===== src/rtl/fourstate_bus_resolver.sv =====
// Resolves NDRV 4-state tristate drivers per bit under tri/wand/wor and
// presents the result through a PIPE-deep registered pipeline with contention tracking.
module fourstate_bus_resolver #(
  parameter int W    = 4,
  parameter int NDRV = 2,
  parameter int PIPE = 1,
  parameter int CNTW = 8
) (
  input  logic              clk,
  input  logic              rst,
  input  logic              in_valid,
  input  logic [1:0]        mode,
  input  logic [NDRV*W-1:0] drv_d_b1,
  input  logic [NDRV*W-1:0] drv_d_b0,
  input  logic [NDRV-1:0]   drv_en_b1,
  input  logic [NDRV-1:0]   drv_en_b0,
  input  logic              clr_cnt,
  output logic              out_valid,
  output logic [W-1:0]      out_b1,
  output logic [W-1:0]      out_b0,
  output logic              conflict,
  output logic [CNTW-1:0]   conflict_cnt
);
  localparam logic [1:0] V0 = 2'b00;
  localparam logic [1:0] V1 = 2'b01;
  localparam logic [1:0] VZ = 2'b10;
  localparam logic [1:0] VX = 2'b11;
  localparam int SW = 2 * W + 2;
  localparam logic [SW-1:0]   RST_WORD = {1'b0, {W{1'b1}}, {W{1'b0}}, 1'b0};
  localparam logic [CNTW-1:0] CNT_MAX  = '1;

  function automatic logic [1:0] drive(input logic [1:0] en, input logic [1:0] d);
    logic [1:0] r;
    case (en)
      V0:      r = VZ;
      V1:      r = (d[1] == 1'b0) ? d : VX;
      default: r = VX;
    endcase
    return r;
  endfunction

  // Returns {contention on this bit, resolved value}; only tri-like modes flag contention.
  function automatic logic [2:0] resolve(input logic [1:0] md,
                                         input logic [NDRV-1:0] en_b1,
                                         input logic [NDRV-1:0] en_b0,
                                         input logic [NDRV*W-1:0] d_b1,
                                         input logic [NDRV*W-1:0] d_b0,
                                         input int i);
    logic       any0;
    logic       any1;
    logic       anyx;
    logic [1:0] c;
    logic [1:0] r;
    any0 = 1'b0;
    any1 = 1'b0;
    anyx = 1'b0;
    for (int k = 0; k < NDRV; k++) begin
      c    = drive({en_b1[k], en_b0[k]}, {d_b1[k*W+i], d_b0[k*W+i]});
      any0 = any0 | (c == V0);
      any1 = any1 | (c == V1);
      anyx = anyx | (c == VX);
    end
    case (md)
      2'b01:   r = any0 ? V0 : (anyx ? VX : (any1 ? V1 : VZ));
      2'b10:   r = any1 ? V1 : (anyx ? VX : (any0 ? V0 : VZ));
      default: r = (anyx || (any0 && any1)) ? VX : (any0 ? V0 : (any1 ? V1 : VZ));
    endcase
    return {(md != 2'b01) && (md != 2'b10) && any0 && any1, r};
  endfunction

  logic [W-1:0]            res_b1;
  logic [W-1:0]            res_b0;
  logic                    hit;
  logic [2:0]              bit_r;
  logic [SW-1:0]           in_word;
  logic [(PIPE+1)*SW-1:0]  shift_w;
  logic [PIPE*SW-1:0]      pipe_d;
  logic [PIPE*SW-1:0]      pipe_q;
  logic [SW-1:0]           top_w;
  logic [CNTW-1:0]         cnt_d;
  logic [CNTW-1:0]         cnt_q;

  // Per-bit resolution of the incoming sample and the next pipeline contents.
  always_comb begin
    res_b1 = '0;
    res_b0 = '0;
    hit    = 1'b0;
    bit_r  = 3'b000;
    for (int i = 0; i < W; i++) begin
      bit_r     = resolve(mode, drv_en_b1, drv_en_b0, drv_d_b1, drv_d_b0, i);
      res_b1[i] = bit_r[1];
      res_b0[i] = bit_r[0];
      hit       = hit | bit_r[2];
    end
    in_word = {in_valid, res_b1, res_b0, in_valid & hit};
    shift_w = {pipe_q, in_word};
    pipe_d  = shift_w[PIPE*SW-1:0];
  end

  assign top_w        = pipe_q[PIPE*SW-1 -: SW];
  assign out_valid    = top_w[SW-1];
  assign out_b1       = top_w[SW-2 -: W];
  assign out_b0       = top_w[W:1];
  assign conflict     = top_w[0];
  assign conflict_cnt = cnt_q;

  // Saturating contention counter fed by the presented sample; clear wins over increment.
  always_comb begin
    cnt_d = cnt_q;
    if (clr_cnt) begin
      cnt_d = '0;
    end else if (top_w[SW-1] && top_w[0] && (cnt_q != CNT_MAX)) begin
      cnt_d = cnt_q + CNTW'(1);
    end else begin
      cnt_d = cnt_q;
    end
  end

  // State registers; reset flushes every stage and the counter.
  always_ff @(posedge clk) begin
    if (rst) begin
      pipe_q <= {PIPE{RST_WORD}};
      cnt_q  <= '0;
    end else begin
      pipe_q <= pipe_d;
      cnt_q  <= cnt_d;
    end
  end
endmodule


===== config.mk =====
export PLATFORM = sky130hd
export DESIGN_NAME = fourstate_bus_resolver
export DESIGN_NICKNAME = d
export VERILOG_FILES = /design/src/rtl/fourstate_bus_resolver.sv
export SDC_FILE = /design/constraint.sdc
export NUM_CORES = 1
export LEC_CHECK = 0
export CAP_MARGIN = 10
export CORE_MARGIN = 8
export CORE_UTILIZATION = 40
export DETAILED_ROUTE_END_ITERATION = 7
export PLACE_DENSITY = 0.81
export SYNTH_ARGS = -nofsm -noshare
export SYNTH_HDL_FRONTEND = slang
export SYNTH_SLANG_ARGS = --single-unit

===== constraint.sdc =====
create_clock -name clk -period 2.3 [get_ports clk]
set_clock_uncertainty 0.2 [all_clocks]
set_input_delay 0.46 -clock clk [delete_from_list [all_inputs] [get_ports clk]]
set_output_delay 0.46 -clock clk [all_outputs]
set_load 0.005 [all_outputs]

==> summary.md <==
| Metric | Value |
|---|---|
| Status | `complete, no violations` |
| Placed cell count | `197` |
| GR peak layer | `met2` |
| Initial antenna violation count | `0` |
| Clock buffer depth | `2` |
| Die Span X | `approximately 69 um` |
| Routability cong. | `0.960` |
| Cell with the most instances after synthesis | `dfxtp_1` |
| Slew @ Worst Pin | `0.360 ns` |
| Num rows | `19` |
| Avg Inst Size Synth | `just over 9 sq um` |
| P_sw | `0.164 mW` |
| Fmax | `between 0.5 and 0.6 GHz` |
| Core area | `2730 sq um` |
| Post-synthesis async set-or-reset flop share | `0%` |
| Via/cell ratio | `roughly 5.9` |
| P&R area growth vs syn | `44.6%` |
| Leakage | `0.576 nW` |
| Clock-pin slew on the worst setup and hold paths | `approximately 0.1 ns` |
| Final setup vio count | `0` |
| H-tree lvl count | `1` |
| Synth cell types | `33` |
| Initial core utilization | `slightly above 40%` |
| Pwr/cell area | `393 nW/um^2` |
| Hpwl dp | `between 2000 and 3000 um` |
| Post-cts repair resize count | `0` |
| Top delay family on crit path | `buffers and inverters` |
| M1 GR Usage | `about an eighth` |
| Total CTS buffers | `3` |
| Area after DPL | `~1600 sq um` |
| Net Sw Frac | `25.4%` |
| Startpoint types | `flip-flop` |
| Synth area leaders | `dfxtp_1 (32%), nor3b_2 (8.8%), xor2_1 (6.2%)` |
| Final design utilization | `between 60% and 70%` |
| Tcrit/Tclk final | `a little over four fifths` |
| WS Path Type | `reg2out` |
| Overflow after GRT | `0` |
| Met2 Use GR | `about a quarter` |
| Hold-fix buffers, CTS | `0` |
| Syn Nets | `~150` |
| Yosys top cell area share | `31.7%` |
| Setup TNS | `0 ns` |
| Sequential fraction of the synthesis area | `around a third` |
| Drt wl/cell | `16.0 um` |
| Largest net degree at the start of global routing | `10` |
| Die Y | `between 60 and 70 um` |
| Met3 usage | `under 10%` |
| Max-slew headroom | `75.6%` |
| Final Cell Area | `~1600 sq um` |
| Layout Cells excl Fill | `200` |
| CP arrival | `1.29 ns` |
| Worst path slowest cell | `clkdlybuf4s50_1` |
| Tmin final | `1.95 ns` |
| Post-route ant nets | `0` |
| Global Route Usage Sum | `about 13%` |
| IO Port Bufs | `between 40 and 50` |
| CP peak stage delay | `around 0.55 ns` |
| Number of remaining DRC errors | `0` |
| Diode count | `0` |
| Critical path peak fanout | `6` |
| FF+latch count, synth | `18` |
| Top cells by count, synth | `dfxtp_1 (18), nand2_1 (9)` |
| Nets | `200` |
| Worst Setup End Kind | `primary output` |
| Routed vias | `1174` |
| Largest area contributor in the netlist | `dfxtp_1` |
| Max-cap violations | `0` |
| First-pass GRT wire length | `roughly 5400 um` |
| Clock Sinks | `18` |
| Clock share of power | `23.5%` |
| Max rail drop VDD | `roughly 0.00033 V` |
| First-pass DRT Iterations | `4` |
| Internal power | `slightly below 0.5 mW` |
| Routed wire length | `3190 um` |
| PnR Total Power | `roughly 0.65 mW` |
| Worst Path Required | `roughly 1.6 ns` |
| WP buf/inv | `1` |
| Hold Crit Class | `reg2reg` |
| Filler cell count | `242` |
| EDFF count, synth | `0` |
| Skew-Pair Late Insertion Delay | `about 0.29 ns` |
| Synth Flop Type | `dfxtp_1` |
| CTS Root Cell | `clkbuf_4` |
| Die area | `4800 sq um` |
| CTS tree | `built` |
| Logic gate share of total power | `25.5%` |
| Io pins | `44` |
| Setup bufs post-CTS | `0` |
| Layout cells sized above 1 | `roughly 16%` |
| Vias in the first global route | `about 1300` |
| Cells after Synth | `between 100 and 150` |
| Syn. warnings | `0` |
| Max Slew Vio Count | `0` |
| RSZ-0062 raised after global routing | `false` |
| Final hold viol count | `0` |
| Post-Syn Area | `1140 sq um` |
| Reg power frac | `~51%` |
| CP Cell Sequence | `clkdlybuf4s50_1` |
| Drt initial violations | `slightly below 50` |
sequential cells by signal (all words and copies together) (netlist names):
register,flops
conflict_cnt,8
pipe_q,10
power groups by stage:
| stage | Clock [mW] | Combinational (mW) | Sequential [mW] |
|---|---|---|---|
| 6_report | 0.152 | 0.165 | 0.329 |
| 5_1_grt | 0.165 | 0.176 | 0.331 |
| 4_1_cts | 0.154 | 0.165 | 0.330 |
| 3_5_place_dp | 0 | 0.165 | 0.337 |
| 3_3_place_gp | 0 | 0.160 | 0.336 |
| 2_1_floorplan | 0 | 0.0581 | 0.338 |
worst min-delay path, delay by kind of cell (launching register included):
family             cells  cell delay [ns]
AOI/OAI and AO/OA      2             0.15
DFF                    1             0.37
worst paths after layout:
path	from	to	slack, ns	cells after the start
worst max-delay path	conflict_cnt[2]$_SDFFE_PP0P_	conflict_cnt[2]	0.35	1
worst min-delay path	conflict_cnt[7]$_SDFFE_PP0P_	conflict_cnt[7]$_SDFFE_PP0P_	0.35	2
worst max register to register	conflict_cnt[0]$_SDFFE_PP0P_	conflict_cnt[7]$_SDFFE_PP0P_	0.52	5
worst min register to register	conflict_cnt[7]$_SDFFE_PP0P_	conflict_cnt[7]$_SDFFE_PP0P_	0.35	2
cells in the final DEF (no fill, tap or decap), drive strengths merged:
cell type / n
clkdlybuf4s50: 43
dfxtp: 18
nand2: 9
nor2: 8
xor2: 8
nor3b: 8
a31oi: 8
o211ai: 7
nand3: 7
nand2b: 5
o311ai: 4
a2bb2oi: 4
a21boi: 4
a221oi: 4
ha: 3
clkbuf: 3
buf: 3
or2: 3
nand4: 3
inv: 2
nor2b: 2
o31ai: 2
or4: 2
a21oi: 2
and3: 2
and2: 1
o21ai: 1
mux2i: 1
a211oi: 1
and4: 1
stage by stage:
stage                     setup slack (ns)  hold WS [ns]
after floorplan                      0.638         0.304
after global placement              0.0918         0.314
after detailed placement            0.0452         0.336
after CTS                            0.332         0.350
after global routing                 0.284         0.369
final                                0.349         0.353
cell families (layout without fill, tap and decap cells):
| family | count (synthesis) | after routing | share of synthesized area, % |
|---|---|---|---|
| compound gates | 37 | 37 | 26.2 |
| xor+xnor | 8 | 8 | 6.17 |
| fa+ha+maj | 3 | 3 | 3.30 |
| buf+inv | 4 | 51 | 1.32 |
| flops | 18 | 18 | 31.7 |
| mux | 1 | 1 | 0.881 |
| simple gates | 51 | 51 | 30.4 |
final cells by class:
class	instances	area, sq um	area share [%]
clock buffer	3	22.5	1.37
sequential	18	360	21.9
timing repair buffer	46	453	27.6
tap	31	38.8	2.36
inverter	2	7.51	0.457
multi-input combinational	100	761	46.3
layer usage:
metal	vias to the layer above	part of all wire (%)	wire length [um]
met5	-	0	0
met4	0	0	0
met3	0	5.2	165
met2	37	51	1620
met1	561	44	1400
li1	576	-	-
Power figures use the tool's default switching activity.
